### config.mk
export PLATFORM = sky130hd
export DESIGN_NAME = rv_alu_seq_flat
export DESIGN_NICKNAME = d
export VERILOG_FILES = /design/src/rtl/rv_alu_pkg.sv /design/src/rtl/rv_alu_seq_if.sv /design/src/rtl/rv_alu_decode.sv /design/src/rtl/rv_alu_seq.sv /design/src/flat_wrapper.sv
export SDC_FILE = /design/constraint.sdc
export NUM_CORES = 1
export LEC_CHECK = 0
export ABC_AREA = 1
export CAP_MARGIN = 25
export CORE_UTILIZATION = 35
export DETAILED_ROUTE_END_ITERATION = 10
export GPL_TIMING_DRIVEN = 1
export SLEW_MARGIN = 10
export SYNTH_ARGS = -nofsm -noshare
export SYNTH_HDL_FRONTEND = slang
export SYNTH_SLANG_ARGS = --single-unit
export TNS_END_PERCENT = 20
### constraint.sdc
create_clock -name clk -period 2.33 [get_ports clk]
set_input_delay 0.466 -clock clk [delete_from_list [all_inputs] [get_ports clk]]
set_output_delay 0.466 -clock clk [all_outputs]
set_load 0.03 [all_outputs]
### src/rtl/rv_alu_pkg.sv
// Shared types and encodings for the RV32I/RV64I integer execute unit.
// Latency: n/a (types, constants and one helper function only).
// Backpressure: n/a.
// Contents: alu_op_e, FSM state enum, opcode/funct3/funct7 constants, is_shift_op().
package rv_alu_pkg;

  typedef enum logic [3:0] {
    ADD, SUB, SLL, SLT, SLTU, XOR, SRL, SRA, OR, AND, ILLEGAL
  } alu_op_e;

  typedef enum logic [1:0] {
    ST_IDLE, ST_SHIFT, ST_DONE
  } alu_state_e;

  localparam logic [6:0] OPC_OP     = 7'b0110011;
  localparam logic [6:0] OPC_OP_IMM = 7'b0010011;

  // SUB shares F3_ADD and SRA shares F3_SRL; funct7 tells them apart.
  localparam logic [2:0] F3_ADD  = 3'b000;
  localparam logic [2:0] F3_SLL  = 3'b001;
  localparam logic [2:0] F3_SLT  = 3'b010;
  localparam logic [2:0] F3_SLTU = 3'b011;
  localparam logic [2:0] F3_XOR  = 3'b100;
  localparam logic [2:0] F3_SRL  = 3'b101;
  localparam logic [2:0] F3_OR   = 3'b110;
  localparam logic [2:0] F3_AND  = 3'b111;

  localparam logic [6:0] F7_BASE = 7'b0000000;
  localparam logic [6:0] F7_ALT  = 7'b0100000;

  function automatic logic is_shift_op(input alu_op_e op);
    return (op == SLL) || (op == SRL) || (op == SRA);
  endfunction

endpackage

### src/rtl/rv_alu_seq_if.sv
// Handshake bundle between register-read, the execute unit and writeback.
// Latency: n/a (wires only).
// Backpressure: in_valid/in_ready on the request side, out_valid/out_ready on the result side.
// master: drives the request and out_ready; slave: the execute unit.
interface rv_alu_seq_if #(
  parameter int XLEN = 32
);

  logic            in_valid;
  logic            in_ready;
  logic [6:0]      opcode;
  logic [2:0]      funct3;
  logic [6:0]      funct7;
  logic [XLEN-1:0] rs1_val;
  logic [XLEN-1:0] rs2_val;
  logic [XLEN-1:0] imm;
  logic            out_valid;
  logic            out_ready;
  logic [XLEN-1:0] result;
  logic            illegal;
  logic            busy;

  modport master (
    output in_valid, opcode, funct3, funct7, rs1_val, rs2_val, imm, out_ready,
    input  in_ready, out_valid, result, illegal, busy
  );

  modport slave (
    input  in_valid, opcode, funct3, funct7, rs1_val, rs2_val, imm, out_ready,
    output in_ready, out_valid, result, illegal, busy
  );

endinterface

### src/rtl/rv_alu_decode.sv
// Maps (opcode, funct3, funct7) to an ALU operation, operand-B select and shift flag.
// Latency: purely combinational.
// Backpressure: none; also used by the hazard unit.
// Ports: opcode/funct3/funct7 in; op (alu_op_e), imm_sel (1 = immediate is operand B), is_shift out.
module rv_alu_decode
  import rv_alu_pkg::*;
#(
  parameter int XLEN = 32
) (
  input  logic [6:0] opcode,
  input  logic [2:0] funct3,
  input  logic [6:0] funct7,
  output alu_op_e    op,
  output logic       imm_sel,
  output logic       is_shift
);

  // On RV64 funct7[0] of a shift-immediate is shamt[5], so it is masked out of the legality check.
  logic [6:0] f7_shift;
  assign f7_shift = (XLEN == 64) ? {funct7[6:1], 1'b0} : funct7;

  always_comb begin
    op      = ILLEGAL;
    imm_sel = 1'b0;
    case (opcode)
      OPC_OP: begin
        if (funct7 == F7_BASE) begin
          case (funct3)
            F3_ADD:  op = ADD;
            F3_SLL:  op = SLL;
            F3_SLT:  op = SLT;
            F3_SLTU: op = SLTU;
            F3_XOR:  op = XOR;
            F3_SRL:  op = SRL;
            F3_OR:   op = OR;
            F3_AND:  op = AND;
          endcase
        end else if (funct7 == F7_ALT) begin
          if (funct3 == F3_ADD) begin
            op = SUB;
          end else if (funct3 == F3_SRL) begin
            op = SRA;
          end
        end
      end
      OPC_OP_IMM: begin
        imm_sel = 1'b1;
        case (funct3)
          F3_ADD:  op = ADD;
          F3_SLT:  op = SLT;
          F3_SLTU: op = SLTU;
          F3_XOR:  op = XOR;
          F3_OR:   op = OR;
          F3_AND:  op = AND;
          F3_SLL: begin
            if (f7_shift == F7_BASE) op = SLL;
          end
          F3_SRL: begin
            if (f7_shift == F7_BASE) begin
              op = SRL;
            end else if (f7_shift == F7_ALT) begin
              op = SRA;
            end
          end
        endcase
      end
      default: op = ILLEGAL;
    endcase
  end

  assign is_shift = is_shift_op(op);

endmodule

### src/rtl/rv_alu_seq.sv
// RV32I/RV64I integer execute unit: one-cycle logic/arith/compare, iterative shifter.
// Latency: 1 cycle; shifts by s > 0 take 1 + ceil(s / SHIFT_STEP) cycles.
// Backpressure: result held in DONE until out_ready; in_ready low while shifting or stalled.
// Ports: clk, rst_n (async, active-low); io (slave modport): request, result, illegal, busy.
module rv_alu_seq
  import rv_alu_pkg::*;
#(
  parameter int XLEN       = 32,
  parameter int SHIFT_STEP = 1
) (
  input logic         clk,
  input logic         rst_n,
  rv_alu_seq_if.slave io
);

  localparam int SHW = $clog2(XLEN);
  localparam logic [SHW:0] STEP = (SHW+1)'(SHIFT_STEP);

  alu_state_e      state_q, state_d;
  alu_op_e         dec_op, op_q;
  logic            dec_imm_sel, dec_is_shift;
  logic [XLEN-1:0] opb, alu_res, shifted, result_q;
  logic [SHW-1:0]  shamt_in, cnt_q, cnt_next;
  logic [SHW:0]    step;
  logic            illegal_q, accept, go_shift;

  rv_alu_decode #(.XLEN(XLEN)) u_decode (
    .opcode   (io.opcode),
    .funct3   (io.funct3),
    .funct7   (io.funct7),
    .op       (dec_op),
    .imm_sel  (dec_imm_sel),
    .is_shift (dec_is_shift)
  );

  assign opb      = dec_imm_sel ? io.imm : io.rs2_val;
  assign shamt_in = opb[SHW-1:0];
  assign go_shift = dec_is_shift && (shamt_in != '0);

  // Single-cycle ops are evaluated on the incoming operands and captured at accept.
  always_comb begin
    alu_res = '0;
    case (dec_op)
      ADD:     alu_res = io.rs1_val + opb;
      SUB:     alu_res = io.rs1_val - opb;
      SLT:     alu_res = {{(XLEN-1){1'b0}}, $signed(io.rs1_val) < $signed(opb)};
      SLTU:    alu_res = {{(XLEN-1){1'b0}}, io.rs1_val < opb};
      XOR:     alu_res = io.rs1_val ^ opb;
      OR:      alu_res = io.rs1_val | opb;
      AND:     alu_res = io.rs1_val & opb;
      default: alu_res = '0;
    endcase
  end

  // result_q doubles as the shift working register. The remaining count never
  // reaches XLEN, so when STEP == XLEN the step is always the remaining count
  // and its low SHW bits are exact.
  assign step     = ({1'b0, cnt_q} < STEP) ? {1'b0, cnt_q} : STEP;
  assign cnt_next = cnt_q - step[SHW-1:0];

  always_comb begin
    shifted = result_q;
    case (op_q)
      SLL:     shifted = result_q << step;
      SRL:     shifted = result_q >> step;
      SRA:     shifted = $signed(result_q) >>> step;
      default: shifted = result_q;
    endcase
  end

  always_ff @(posedge clk or negedge rst_n) begin
    if (!rst_n) begin
      state_q <= ST_IDLE;
    end else begin
      state_q <= state_d;
    end
  end

  always_comb begin
    state_d      = state_q;
    accept       = 1'b0;
    io.in_ready  = 1'b0;
    io.out_valid = 1'b0;
    io.busy      = 1'b0;
    case (state_q)
      ST_IDLE: begin
        io.in_ready = 1'b1;
        if (io.in_valid) begin
          accept  = 1'b1;
          state_d = go_shift ? ST_SHIFT : ST_DONE;
        end
      end
      ST_SHIFT: begin
        io.busy = 1'b1;
        if (cnt_next == '0) state_d = ST_DONE;
      end
      ST_DONE: begin
        io.out_valid = 1'b1;
        io.in_ready  = io.out_ready;
        if (io.out_ready) begin
          if (io.in_valid) begin
            accept  = 1'b1;
            state_d = go_shift ? ST_SHIFT : ST_DONE;
          end else begin
            state_d = ST_IDLE;
          end
        end
      end
      default: state_d = ST_IDLE;
    endcase
  end

  always_ff @(posedge clk or negedge rst_n) begin
    if (!rst_n) begin
      op_q      <= ADD;
      result_q  <= '0;
      illegal_q <= 1'b0;
      cnt_q     <= '0;
    end else if (accept) begin
      op_q      <= dec_op;
      illegal_q <= (dec_op == ILLEGAL);
      // A shift starts from rs1; a zero-amount shift therefore completes with rs1 unchanged.
      result_q  <= dec_is_shift ? io.rs1_val : alu_res;
      cnt_q     <= dec_is_shift ? shamt_in : '0;
    end else if (state_q == ST_SHIFT) begin
      result_q  <= shifted;
      cnt_q     <= cnt_next;
    end
  end

  assign io.result  = result_q;
  assign io.illegal = illegal_q;

endmodule

### src/flat_wrapper.sv
// flat-port wrapper written by rule: the top's interface ports become plain ports
module rv_alu_seq_flat import rv_alu_pkg::*;
#(
  parameter int XLEN       = 32,
  parameter int SHIFT_STEP = 1
)
  (clk, rst_n, io_in_valid, io_opcode, io_funct3, io_funct7, io_rs1_val, io_rs2_val, io_imm, io_out_ready, io_in_ready, io_out_valid, io_result, io_illegal, io_busy);
  rv_alu_seq_if #(.XLEN(XLEN)) io_i ();
  input logic clk;
  input logic rst_n;
  input wire logic [$bits(io_i.in_valid)-1:0] io_in_valid;
  input wire logic [$bits(io_i.opcode)-1:0] io_opcode;
  input wire logic [$bits(io_i.funct3)-1:0] io_funct3;
  input wire logic [$bits(io_i.funct7)-1:0] io_funct7;
  input wire logic [$bits(io_i.rs1_val)-1:0] io_rs1_val;
  input wire logic [$bits(io_i.rs2_val)-1:0] io_rs2_val;
  input wire logic [$bits(io_i.imm)-1:0] io_imm;
  input wire logic [$bits(io_i.out_ready)-1:0] io_out_ready;
  output wire logic [$bits(io_i.in_ready)-1:0] io_in_ready;
  output wire logic [$bits(io_i.out_valid)-1:0] io_out_valid;
  output wire logic [$bits(io_i.result)-1:0] io_result;
  output wire logic [$bits(io_i.illegal)-1:0] io_illegal;
  output wire logic [$bits(io_i.busy)-1:0] io_busy;
  assign io_i.in_valid = io_in_valid;
  assign io_i.opcode = io_opcode;
  assign io_i.funct3 = io_funct3;
  assign io_i.funct7 = io_funct7;
  assign io_i.rs1_val = io_rs1_val;
  assign io_i.rs2_val = io_rs2_val;
  assign io_i.imm = io_imm;
  assign io_i.out_ready = io_out_ready;
  assign io_in_ready = io_i.in_ready;
  assign io_out_valid = io_i.out_valid;
  assign io_result = io_i.result;
  assign io_illegal = io_i.illegal;
  assign io_busy = io_i.busy;
  rv_alu_seq #(.XLEN(XLEN), .SHIFT_STEP(SHIFT_STEP)) u_core (.clk(clk), .rst_n(rst_n), .io(io_i));
endmodule
Word-level counts from Yosys, hierarchy flattened
Memories as Yosys holds them, arrays and structs flattened.
Cells that the tools add are included.
{"block": "classes", "addsub": 3, "magnitude_cmp": 3, "eq_ne": 28, "n_shift": 3, "n_mux": 32, "n_bitwise": 3, "n_reduce_logical": 13}
{"operator": "$pmux 32 s7", "count": 1}
{"operator": "$mux 32", "count": 4}
{"operator": "$pmux 32 s3", "count": 1}
{"operator": "$lt 32x32->1", "count": 2}
{"operator": "$add 32x32->32", "count": 1}
{"operator": "$and 32x32->32", "count": 1}
{"operator": "$or 32x32->32", "count": 1}
{"operator": "$pmux 4 s8", "count": 1}
{"operator": "$shl 32x6->32", "count": 1}
{"operator": "$shr 32x6->32", "count": 1}
{"operator": "$sshr 32x6->32", "count": 1}
{"operator": "$sub 32x32->32", "count": 1}
{"operator": "$xor 32x32->32", "count": 1}
{"operator": "$mux 4", "count": 7}
{"operator": "$eq 4x3->1 const B", "count": 6}
{"operator": "$mux 5", "count": 4}
{"operator": "$eq 7x6->1 const B", "count": 2}
{"operator": "$eq 3x3->1 const B", "count": 4}
{"operator": "$eq 4x2->1 const B", "count": 3}
{"operator": "$eq 4x4->1 const B", "count": 3}
{"operator": "$mux 2", "count": 5}
{"operator": "$pmux 4 s2", "count": 1}
{"operator": "$eq 7x5->1 const B", "count": 1}
{"operator": "$logic_not 7->1", "count": 1}
{"operator": "23 further kinds", "count": 31}
{"block": "totals", "reg_bits": 44, "romBits": 32, "in_bits": 117, "output_inout_bits": 36, "wordCells": 91, "mem_count": 1}
{"name": "(name not given)", "words": 8, "width": 4, "read_ports": 1, "rd_clocked_by_memory_dff": 0, "wr": 0, "line": "rv_alu_decode.sv:28", "text": "case (funct3)"}

Depth between registers and ports, before layout
Gate-level depths: netlist (run 1).
{"block": "logic_depth", "depth_word": 14, "mapped_depth": 28, "depth_no_buf": 27}

Hierarchy
Synthesis (run 1) repeated with hierarchy kept, for this count alone.
{"block": "unflattened", "hier_cells": 1967, "area_unflattened_um2": 10655.2}
{"module": "rv_alu_seq", "instances": 1, "cells_each": 1876, "area_each_um2": 10178.5, "seq_area_each_um2": 1101.1}
{"module": "rv_alu_decode", "instances": 1, "cells_each": 91, "area_each_um2": 476.7, "seq_area_each_um2": 0.0}

Worst setup path before layout (run 1)
No wires, ideal clock.
{"block": "synth_timing", "kind": "input-to-reg", "from": "input io_opcode[1]", "to": "register u_core.result_q[23], in the netlist u_core.io.result[23]", "setup_time_ns": 0.117, "arrival_time_ns": 3.316, "t_required_ns": 2.213, "setup_slack_ns": -1.103, "cell_stages": 25, "path_buffers": 3, "path_cell_list": "nand2_1 inv_2 nand2_2 nor2_4 inv_2 clkbuf_1 clkbuf_1 nand2_1 o21ai_0 inv_1 ha_1 clkbuf_1 nand2_1 nor2_1 inv_1 nor3_1 nand3_1 nand3_1 nand2_1 nand2_1 nor2_1 nor2_1 nand3_1 nand2_1 nand2_1"}
{"block": "synth_via", "elab_chain_len": 7, "word_cells_on_any_way": 25, "classes_between": "2 x add/sub; 11 x eq/ne; 6 x mux; 3 x bitwise; 3 x reduce/logical"}
{"element": "start: declaration", "line": "flat_wrapper.sv:12", "text": "input wire logic [$bits(io_i.opcode)-1:0] io_opcode;"}
{"element": "$eq 7x5->1 or $eq 7x6->1 (tied branches)", "line": "rv_alu_decode.sv:25", "text": "case (opcode)"}
{"element": "$mux 1 or $pmux 4 s2 (tied branches)", "line": "rv_alu_decode.sv:25"}
{"element": "$mux 32 (tied with other cells)", "line": "rv_alu_seq.sv:36", "text": "assign opb = dec_imm_sel ? io.imm : io.rs2_val;"}
{"element": "$sub 32x32->32 (tied with other cells)", "line": "rv_alu_seq.sv:45", "text": "SUB: alu_res = io.rs1_val - opb;"}
{"element": "$pmux 32 s7 or $logic_or 1x1->1 (tied branches)", "line": "rv_alu_seq.sv:43, rv_alu_pkg.sv:32"}
{"element": "$mux 32 (*)", "line": "rv_alu_seq.sv:123", "text": "result_q <= dec_is_shift ? io.rs1_val : alu_res;"}
{"element": "$mux 32 (*)", "line": "rv_alu_seq.sv:119", "text": "end else if (accept) begin"}
{"element": "end signal: assignment", "line": "rv_alu_seq.sv:123"}
{"element": "end signal: assignment", "line": "rv_alu_seq.sv:126", "text": "result_q <= shifted;"}
{"element": "end: declaration", "line": "rv_alu_seq.sv:22", "text": "logic [XLEN-1:0] opb, alu_res, shifted, result_q;"}
Mark *: on every way between the ends. The rest lies on a longest branch, timed or not.
A chain may end at the register's enable or synchronous reset.

Worst setup path in the final report (run 1)
{"block": "layout_timing", "from": "input io_opcode[3]", "to": "register u_core.result_q[24], in the netlist u_core.io.result[24]"}
Same word-level chain as after synthesis.

==> results of run 1 <==
==> stage by stage <==
stage / utilization, % / hold WS [ns] / cell area (sq um) / setup TNS [ns]
floorplan: - / 0.1704 / 11270 / -16.60
global placement: 55.84 / 0.3664 / 16680 / -54.37
detailed placement: 55.84 / 0.3682 / 16680 / -55.78
CTS: 60.05 / 0.05526 / 17940 / -24.76
global route: 61.21 / 0.06353 / 18290 / -32.91
finish: 61.21 / 0.05177 / 18290 / -27.15
==> sequential cells by signal (all words and copies together) (netlist names) <==
register and cells:
u_core.io.illegal 1, u_core.cnt_q 5, u_core.state_q 2, u_core.op_q 4
u_core.io.result 32
==> repair_timing <==
action                                  4_1_cts  5_1_grt
gates resized for setup                     248       85
pin swaps                                    59       32
endpoints found under the setup margin       40       42
gates cloned                                  1        0
buffers inserted                             25        5
==> cell type report <==
class                   count  area [sq um]
fillers                  2947         11590
multi-input cells        1563          9444
repair buffers            676          5724
inverters                 365          1385
flip-flops and latches     44          1101
well taps                 390         488.0
clock buffers               5         125.1
clock inverters             3         18.77
==> layer usage <==
layer	part of all wire, %	track usage, %
met1	45	47.73
met2	46	59.31
met3	6.1	2.899
met4	2.3	8.118
met5	0	0
==> worst min path at each step <==
stage	slack [ns]	end	start
2_1_floorplan	0.17	u_core.cnt_q[0]	rst_n
3_3_place_gp	0.37	u_core.io.result[7]	rst_n
3_5_place_dp	0.37	u_core.io.result[7]	rst_n
4_1_cts	0.06	u_core.io.result[7]	rst_n
5_1_grt	0.06	u_core.cnt_q[0]	rst_n
6_report	0.05	u_core.io.result[7]	rst_n
==> kinds of logic after synthesis <==
logic type               count (synthesis)
AND/OR/NAND/NOR                       1132
AO/OA/AOI/OAI                          303
adder cells (fa/ha/maj)                110
flip-flops                              44
buffers and inverters                  431
XOR/XNOR                                18
==> critical path: stages <==
cell,delay (ns)
buf_6,0.09
nor2_4,0.14
nand2_4,0.07
nor2_4,0.15
inv_6,0.08
buf_12,0.14
buf_16,0.15
o21ai_4,0.14
inv_2,0.06
ha_4,0.28
buf_4,0.11
buf_8,0.13
nand2_2,0.07
buf_4,0.13
nor2_1,0.10
buf_4,0.14
nand2_1,0.06
nand2_1,0.06
nand3_1,0.12
nand3_1,0.11
nand2_1,0.06
nand2_1,0.05
nor2_1,0.04
nor2_2,0.15
nand3_2,0.17
nand2_1,0.10
nand2_1,0.06
==> power by group through the flow <==
stage | clock network (uW) | registers [uW] | logic (uW)
after floorplan | 0 | 1240 | 1730
after global placement | 0 | 1070 | 3720
after detailed placement | 0 | 1080 | 3750
after CTS | 723 | 1070 | 4010
after global routing | 763 | 1090 | 4500
final | 718 | 1080 | 4160
==> layout by cell type, fill, tap and decap left out, types with 20 or more instances in the layout <==
cell type        count
ha_4                22
o21ai_0             76
nand2_2             50
inv_2               35
ha_1                85
o21ai_2             27
buf_6               20
nor2_1             174
inv_1              326
dfrtp_1             44
nor2_4              34
o21ai_1             57
nand2_1            555
a21oi_2             21
nand4_1             41
nand3_1            142
clkdlybuf4s50_1    141
buf_4              490
a21oi_1             60
nand3_2             30
nor2_2              43
==> summary.json, run 1 <==
{
  "timing": {
    "final.setup.worst_slack_ns": -0.9460,
    "hold_viol": 0,
    "fmax_mhz": 305.2,
    "final-max-slew-violation-count": 0,
    "finalSetupViolations": 40,
    "min_period_over_period_pct": 140.6,
    "period_needed_ns": 3.276,
    "worst-slew-pin-transition_ns": 0.6779,
    "grt_setup_unrepaired": "yes",
    "timing.clock.skew_ns": 0.002719,
    "slew_headroom_pct": 54.76
  },
  "power": {
    "p_per_area_nw_per_um2": 325.6,
    "power_frac_comb_pct": 69.9,
    "sequential_power_share_pct": 18.1,
    "intPower_uw": 3175,
    "switchingPower_uw": 2779,
    "ir_drop_uv": 272.1,
    "total_leakage_power_uw": 0.009714,
    "final_total_pwr_uw": 5954,
    "power.share.clock_pct": 12.1,
    "power_switching_share_pct": 46.68
  },
  "clocking": {
    "num_clock_sinks": 44,
    "cts.reportedPaths.clkPinSlew_ns": 0.07,
    "cts_inserted_buffers": 5,
    "tritoncts": "done",
    "post_cts_hold_buffer_count": 0,
    "htreeDepth": 2,
    "clock_path_buffers": 2,
    "clk_root_buffer_cell": "clkbuf_16",
    "clk-insertion-delay-late_ns": 0.29
  },
  "synthesis": {
    "area_of_the_mapped_netlist_sq_um": 10730,
    "postSynth.asyncResetShare_pct": 100.0,
    "synth-compound-area-share_pct": 15.19,
    "post_synth.cell_area_avg_sq_um": 5.266,
    "ys.flop_type": "dfrtp_1",
    "yosysTopAreaCell": "nand2_1",
    "netlist_top_cells_area": "nand2_1 21%, ha_1 13%, inv_1 12%",
    "synth_top_family_by_area": "simple AND/OR/NAND/NOR gates",
    "yosys_warnings": 0,
    "synth_fp_nets": 2265,
    "synthAdderAreaFrac_pct": 12.96,
    "number_of_enable_type_register_cells_in_the_synthesized_netlist": 0,
    "yosys.cell_count.top_type": "nand2_1",
    "yosys.area.top_type_share_pct": 21.23,
    "post_synthesis_cell_type_count": 42,
    "synth_simple_gate_area_share_pct": 44.70,
    "synth-xor-area-share_pct": 1.469,
    "synthCells": 2038,
    "ys_ff_latch": 44,
    "netlist_top_cells_count": "607 x nand2_1, 356 x inv_1, 237 x nor2_1",
    "synth_mux_area_share_pct": 0,
    "synth.yosys.seq_area_share_pct": 10.26
  },
  "global_route": {
    "grt_first_pass_wirelength_um": 83290,
    "antenna_found_initial": 0,
    "global_route_total_usage_across_every_layer_pct": 35.04,
    "overflow": 0,
    "grt_pass1_vias": 14708,
    "pin_count_of_the_biggest_net_entering_global_routing": 47
  },
  "hold_path": {
    "min_path_type": "in2async"
  },
  "setup_path": {
    "reg_to_reg_end": "u_core.io.result[11]",
    "reg2reg_from": "u_core.state_q[0]",
    "critPathRequiredTime_ns": 2.52,
    "rr_worst_depth": 10,
    "critical_path.max_fanout": 11,
    "timing.reg2reg.setup_slack_ns": 0.16,
    "setup.worst_path.end_class": "flop",
    "data_arrival_time_of_the_critical_path_ns": 3.46,
    "worst-setup-path-type": "in2reg",
    "worstSetupStartpointType": "input pin",
    "crit_path_start": "io_opcode[3]",
    "capturing_element_of_the_worst_setup_path": "u_core.io.result[24]"
  },
  "run": {
    "maxCapViolations": 0
  },
  "floorplanning": {
    "rows": 63,
    "die_y_um": 177.1,
    "placeableCoreArea_sq_um": 29870,
    "die_area_sq_um": 31370,
    "floorplan.io_pins": 153,
    "die_width_um": 177.1,
    "initial_utilization_pct": 35.93
  },
  "place": {
    "gpl_wtd_cong": 0.9858,
    "portBuffers": 152,
    "detailedPlace.worstSlack_ns": -1.991,
    "hpwl_um": 45980,
    "place.detailed.instances": 3007
  },
  "finish": {
    "design.final.nets": 2882,
    "syn2layout_area_growth_pct": 70.38,
    "fin_cells": 3046,
    "drive_above_1_share_pct": 32.72,
    "diodes_inserted": 0
  },
  "route": {
    "route.detailed.vias_per_inst": 5.045,
    "detailedRoute.firstPassIterationCount": 6,
    "via_count": 15366,
    "drt.antenna.violating_nets": 0,
    "drt-wirelength-per-cell_um": 18.02,
    "detail_route.drc_violations": 0,
    "drt-total-wl_um": 54880,
    "drt_iter0_drcs": 1259
  },
  "run_status": {
    "failed_checks": "negative setup slack",
    "run_status": "finished with violations"
  }
}
No activity file was read; power rests on OpenSTA's default activity.
==> inputs of run 2 (changes only) <==
==> constraint.sdc (replaced) <==
create_clock -name clk -period 3.12 [get_ports clk]
set_input_delay 0.624 -clock clk [delete_from_list [all_inputs] [get_ports clk]]
set_output_delay 0.624 -clock clk [all_outputs]
set_load 0.03 [all_outputs]
==> run 2 against run 1 <==
Against the previous run: total power decreased by 24%; critical path type unchanged; worst hold slack better by 0.14 ns; count of clock-buffer cells in the layout increased by 2; via count is 0.26% lower; register-to-register slack gained 0.42 ns; die area stayed put; clock power shrank 9.1%; the run still ends with negative setup slack left; critical path depth unchanged; final area is 0.74% lower; sequential share of layout area hardly changed.
==> summary.json, run 2 (same netlist as run 1, synthesis figures left out) <==
{
  "run_status": {
    "run_status": {"value": "finished with violations", "change": "unchanged"},
    "failed_checks": {"value": "negative setup slack", "change": "unchanged"}
  },
  "timing": {
    "final-max-slew-violation-count": {"value": 0, "change": "unchanged"},
    "period_needed_ns": 3.337,
    "timing.clock.skew": {"value": 0.004040, "unit": "ns", "change": "was 0.002719 ns"},
    "slew_headroom": {"value": 47.31, "unit": "%", "change": "was 54.76%"},
    "tns": {"value": -3.359, "unit": "ns", "change": "was -27.15 ns"},
    "hold_viol": {"value": 0, "change": "unchanged"},
    "grt_setup_unrepaired": {"value": "yes", "change": "unchanged"},
    "fmax_mhz": 299.7,
    "worst-slew-pin-transition": {"value": 0.7895, "unit": "ns", "change": "was 0.6779 ns"},
    "final.setup.worst_slack": {"value": -0.2169, "unit": "ns", "change": "was -0.9460 ns"},
    "finalSetupViolations": {"value": 27, "change": "was 40"},
    "min_period_over_period_pct": 107.0
  },
  "finish": {
    "syn2layout_area_growth": {"value": 69.12, "unit": "%", "change": "was 70.38%"},
    "design_area": {"value": 18150, "unit": "sq um", "change": "was 18290 sq um"},
    "layout.core_utilization": {"value": 60.76, "unit": "%", "change": "was 61.21%"},
    "mostFrequentLayoutCell": {"value": "nand2_1", "change": "unchanged"},
    "diodes_inserted": {"value": 0, "change": "unchanged"},
    "largest_register_ffs": {"value": 32, "change": "unchanged"},
    "design.final.nets": {"value": 2858, "change": "was 2882"},
    "mostFrequentLayoutCells": {"value": "548 x nand2_1, 480 x buf_4, 331 x inv_1, 176 x nor2_1, 142 x clkdlybuf4s50_1", "change": "was 555 x nand2_1, 490 x buf_4, 326 x inv_1, 174 x nor2_1, 142 x nand3_1"},
    "fin_cells": {"value": 3022, "change": "was 3046"},
    "drive_above_1_share": {"value": 32.56, "unit": "%", "change": "was 32.72%"}
  },
  "global_route": {
    "overflow": {"value": 0, "change": "unchanged"},
    "grt_first_pass_wirelength": {"value": 83080, "unit": "um", "change": "was 83290 um"},
    "grt_pass1_vias": {"value": 14702, "change": "was 14708"},
    "antenna_found_initial": {"value": 0, "change": "unchanged"},
    "pin_count_of_the_biggest_net_entering_global_routing": {"value": 45, "change": "was 47"},
    "global_route_total_usage_across_every_layer": {"value": 34.67, "unit": "%", "change": "was 35.04%"}
  },
  "route": {
    "via_count": {"value": 15326, "change": "was 15366"},
    "met3WireLength": {"value": 3275, "unit": "um", "change": "was 3369 um"},
    "wirelength_met1": {"value": 24910, "unit": "um", "change": "was 24930 um"},
    "route.detailed.vias_per_inst": {"value": 5.071, "change": "was 5.045"},
    "drt_iter0_drcs": {"value": 1170, "change": "was 1259"},
    "met2_wirelength": {"value": 25230, "unit": "um", "change": "was 25330 um"},
    "drt.antenna.violating_nets": {"value": 0, "change": "unchanged"},
    "drt-wirelength-per-cell": {"value": 18.09, "unit": "um", "change": "was 18.02 um"},
    "detailedRoute.firstPassIterationCount": {"value": 6, "change": "unchanged"},
    "drt-total-wl": {"value": 54670, "unit": "um", "change": "was 54880 um"},
    "highest_layer": {"value": "met4", "change": "unchanged"},
    "detail_route.drc_violations": {"value": 0, "change": "unchanged"}
  },
  "floorplanning": {
    "die_width": {"value": 177.1, "unit": "um", "change": "unchanged"},
    "die_area": {"value": 31370, "unit": "sq um", "change": "unchanged"},
    "initial_utilization": {"value": 35.93, "unit": "%", "change": "unchanged"},
    "die_y": {"value": 177.1, "unit": "um", "change": "unchanged"},
    "rows": {"value": 63, "change": "unchanged"},
    "floorplan.io_pins": {"value": 153, "change": "unchanged"},
    "placeableCoreArea": {"value": 29870, "unit": "sq um", "change": "unchanged"}
  },
  "setup_path": {
    "setup.worst_path.end_class": {"value": "flop", "change": "unchanged"},
    "data_arrival_time_of_the_critical_path": {"value": 3.52, "unit": "ns", "change": "was 3.46 ns"},
    "timing.reg2reg.setup_slack": {"value": 0.58, "unit": "ns", "change": "was 0.16 ns"},
    "critPathRequiredTime": {"value": 3.31, "unit": "ns", "change": "was 2.52 ns"},
    "worstSetupStartpointType": {"value": "input pin", "change": "unchanged"},
    "worst-setup-path-type": {"value": "in2reg", "change": "unchanged"},
    "critical_path.max_fanout": {"value": 9, "change": "was 11"}
  },
  "clocking": {
    "post_cts_hold_buffer_count": {"value": 0, "change": "unchanged"},
    "clk_root_buffer_cell": {"value": "clkbuf_16", "change": "unchanged"},
    "num_clock_sinks": {"value": 44, "change": "unchanged"},
    "clock_path_buffers": {"value": 2, "change": "unchanged"},
    "tritoncts": {"value": "done", "change": "unchanged"},
    "clk-insertion-delay-late": {"value": 0.29, "unit": "ns", "change": "about the same"},
    "cts_inserted_buffers": {"value": 5, "change": "unchanged"},
    "htreeDepth": {"value": 2, "change": "unchanged"},
    "cts.reportedPaths.clkPinSlew": {"value": 0.07, "unit": "ns", "change": "about the same"}
  },
  "power": {
    "power_frac_comb": {"value": 68.1, "unit": "%", "change": "was 69.9%"},
    "intPower": {"value": 2478, "unit": "uW", "change": "was 3175 uW"},
    "power.share.clock": {"value": 14.4, "unit": "%", "change": "was 12.1%"},
    "ir_drop": {"value": 340.9, "unit": "uV", "change": "was 272.1 uV"},
    "total_leakage_power": {"value": 0.009625, "unit": "uW", "change": "was 0.009714 uW"},
    "power_switching_share": {"value": 45.42, "unit": "%", "change": "was 46.68%"},
    "sequential_power_share": {"value": 17.6, "unit": "%", "change": "was 18.1%"},
    "switchingPower": {"value": 2062, "unit": "uW", "change": "was 2779 uW"},
    "final_total_pwr": {"value": 4540, "unit": "uW", "change": "was 5954 uW"},
    "p_per_area": {"value": 250.1, "unit": "nW/um^2", "change": "was 325.6 nW/um^2"}
  },
  "place": {
    "gpl_wtd_cong": {"value": 1.018, "change": "was 0.9858"},
    "placed_area": {"value": 16530, "unit": "sq um", "change": "was 16680 sq um"},
    "hpwl": {"value": 45680, "unit": "um", "change": "was 45980 um"},
    "portBuffers": {"value": 152, "change": "unchanged"},
    "place.detailed.instances": {"value": 2999, "change": "was 3007"}
  },
  "hold_path": {
    "min_path_type": {"value": "in2async", "change": "unchanged"}
  },
  "run": {
    "maxCapViolations": {"value": 0, "change": "unchanged"}
  }
}
-- run 2: changes by cell type in the layout (fill, tap and decap cells not counted), moves of 8 or more --
cell     delta
nor2_4      -9
buf_4      -10
ha_4        +8
ha_1        -8
nand2_2    +11
buf_6      -10
-- run 2: path summary, 6_finish.rpt --
path / start / endpoint / cells past startpoint
worst max-delay path: io_opcode[2] / u_core.io.result[24] / 27
worst min-delay path: rst_n / u_core.io.result[9] / 1
worst max register to register: u_core.state_q[0] / u_core.io.result[1] / 10
worst min register to register: u_core.io.illegal / u_core.io.illegal / 1
max in group asynchronous: rst_n / u_core.io.result[27] / 2
min in group clk: u_core.io.illegal / u_core.io.illegal / 1
-- run 2: power by group through the flow --
| stage | clock, uW | combinational (uW) | sequential [uW] |
|---|---|---|---|
| CTS | 659 | 2980 | 792 |
| floorplan | 0 | 1270 | 924 |
| finish | 653 | 3090 | 797 |
| detailed placement | 0 | 2780 | 802 |
| global placement | 0 | 2760 | 799 |
| global route | 683 | 3350 | 814 |
-- run 2: per-stage QoR --
stage | setup slack [ns] | hold WS (ns)
after floorplan | -0.02344 | 0.3284
after detailed placement | -1.232 | 0.4962
after global placement | -1.223 | 0.5008
after CTS | -0.1824 | 0.5103
final | -0.2169 | 0.1915
after global routing | -0.3998 | 0.1992
-- run 2: routing by layer --
layer  vias to the layer above  GRT usage (%)
li1                       7604              -
met1                      7106          47.64
met2                       545          58.11
met3                        71          2.921
met4                         0          8.082
met5                         -              0
-- run 2: area by class of cell --
class,instances,area [sq um]
clock buffer,7,152.6
tap,390,488.0
clock inverter,1,30.03
fill,2984,11720
sequential,44,1101
inverter,365,1378
timing repair buffer,652,5483
multi-input combinational,1563,9519
-- run 2: repair_timing --
action	CTS	global route
endpoints found under the setup margin	31	37
setup buffers	11	1
gates cloned	1	1
hold endpoints to repair	0	0
pin swaps	49	19
gates resized for setup	254	86
-- run 2: worst max-delay path: stages --
cell and delay [ns]:
buf_6 0.10, nor2_4 0.13, nand2_4 0.07, nor2_4 0.17
inv_8 0.10, buf_6 0.12, or2_4 0.25, o21ai_4 0.07
inv_2 0.09, ha_4 0.17, fa_2 0.34, inv_2 0.10
nand2_4 0.07, nand3_2 0.06, nand3b_1 0.09, nand2_2 0.13
nand2_2 0.09, nand2_4 0.08, nand2_2 0.06, nand2_1 0.05
nand2_1 0.04, nand2_1 0.07, nor2_2 0.05, nor2_2 0.13
nand3_2 0.12, nand2_1 0.08, nand2_1 0.05
==> inputs of run 3 (changes only) <==
--- a/config.mk
+++ b/config.mk
@@ -6,10 +6,11 @@
 export NUM_CORES = 1
 export LEC_CHECK = 0
 export ABC_AREA = 1
-export CAP_MARGIN = 25
-export CORE_UTILIZATION = 35
+export CAP_MARGIN = 10
+export CORE_UTILIZATION = 58
 export DETAILED_ROUTE_END_ITERATION = 10
 export GPL_TIMING_DRIVEN = 1
+export PLACE_DENSITY = 0.84
 export SLEW_MARGIN = 10
 export SYNTH_ARGS = -nofsm -noshare
 export SYNTH_HDL_FRONTEND = slang
==> run 3 against run 2 <==
Against the previous run: the run now fails in global routing (5_1_grt); area after synthesis is the same; synthesized cell count is the same.
==> summary.json, run 3 <==
{
  "global_route": {
    "global_route_total_usage_across_every_layer_pct": 77.17,
    "overflow": 55,
    "pin_count_of_the_biggest_net_entering_global_routing": 45,
    "grt_first_pass_wirelength_um": 114400,
    "grt_pass1_vias": 20075
  },
  "synthesis": {
    "synth_fp_nets": {"value": 2265, "change": "unchanged"},
    "yosys.area.top_type_share": {"value": 21.23, "unit": "%", "change": "unchanged"},
    "yosys_warnings": {"value": 0, "change": "unchanged"},
    "synth.yosys.seq_area_share": {"value": 10.26, "unit": "%", "change": "unchanged"},
    "yosys.cell_count.top_type": {"value": "nand2_1", "change": "unchanged"},
    "netlist_top_cells_count": {"value": "607 x nand2_1, 356 x inv_1, 237 x nor2_1", "change": "unchanged"},
    "number_of_enable_type_register_cells_in_the_synthesized_netlist": {"value": 0, "change": "unchanged"},
    "postSynth.asyncResetShare": {"value": 100.0, "unit": "%", "change": "unchanged"},
    "netlist_top_cells_area": {"value": "nand2_1 21%, ha_1 13%, inv_1 12%", "change": "unchanged"},
    "post_synth.cell_area_avg": {"value": 5.266, "unit": "sq um", "change": "unchanged"},
    "area_of_the_mapped_netlist": {"value": 10730, "unit": "sq um", "change": "unchanged"},
    "synthCells": {"value": 2038, "change": "unchanged"},
    "post_synthesis_cell_type_count": {"value": 42, "change": "unchanged"},
    "ys.flop_type": {"value": "dfrtp_1", "change": "unchanged"},
    "yosysTopAreaCell": {"value": "nand2_1", "change": "unchanged"},
    "ys_ff_latch": {"value": 44, "change": "unchanged"}
  },
  "clocking": {
    "cts_inserted_buffers": {"value": 5, "change": "unchanged"},
    "htreeDepth": {"value": 2, "change": "unchanged"},
    "clock_path_buffers": {"value": 2, "change": "unchanged"},
    "num_clock_sinks": {"value": 44, "change": "unchanged"},
    "clk_root_buffer_cell": {"value": "clkbuf_16", "change": "unchanged"}
  },
  "floorplanning": {
    "rows": {"value": 49, "change": "was 63"},
    "initial_utilization": {"value": 59.54, "unit": "%", "change": "was 35.93%"},
    "floorplan.io_pins": {"value": 153, "change": "unchanged"},
    "die_y": {"value": 138.0, "unit": "um", "change": "was 177.1 um"},
    "die_width": {"value": 138.0, "unit": "um", "change": "was 177.1 um"}
  },
  "place": {
    "detailedPlace.worstSlack": {"value": -1.096, "unit": "ns", "change": "was -1.232 ns"},
    "hpwl": {"value": 37960, "unit": "um", "change": "was 45680 um"},
    "gpl_wtd_cong": {"value": 1.226, "change": "was 1.018"},
    "portBuffers": {"value": 152, "change": "unchanged"}
  },
  "run_status": {
    "flow.stopped_at": "global routing (5_1_grt)",
    "error_message": "[ERROR GRT-0116] Global routing finished with congestion. Check the congestion regions in the DRC Viewer.",
    "run_status": {"value": "did not finish", "change": "was finished with violations"}
  }
}
-- run 3: cells by family after synthesis --
kind of cell / after synthesis / synth area share (%)
buffers and inverters: 431 / 15.42
DFF: 44 / 10.26
adders and majority gates: 110 / 12.96
and+or+nand+nor: 1132 / 44.70
xor gates and xnor gates: 18 / 1.469
AOI/OAI and AO/OA: 303 / 15.19
-- run 3: per-layer routing --
metal	global-route usage [%]	overflow
met5	26.82	0
met1	77.05	0
met4	75.30	16
met2	95.16	39
met3	61.76	0
-- run 3: timing repair --
| action | 4_1_cts |
|---|---|
| buffers inserted | 27 |
| hold endpoints to repair | 0 |
| pin swaps | 65 |
| resized for setup | 263 |
| endpoints found under the setup margin | 30 |
| hold buffers | 0 |
| gates cloned | 3 |
-- run 3: through the flow --
step	utilization, %	TNS (ns)	instance area, sq um	cells	hold slack (ns)
after global placement	85.53	-22.87	15420	2710	0.5058
after floorplan	-	-0.1342	11210	2038	0.3284
after CTS	93.04	-0.9969	16770	2748	0.5337
after detailed placement	85.53	-25.76	15420	2710	0.5169
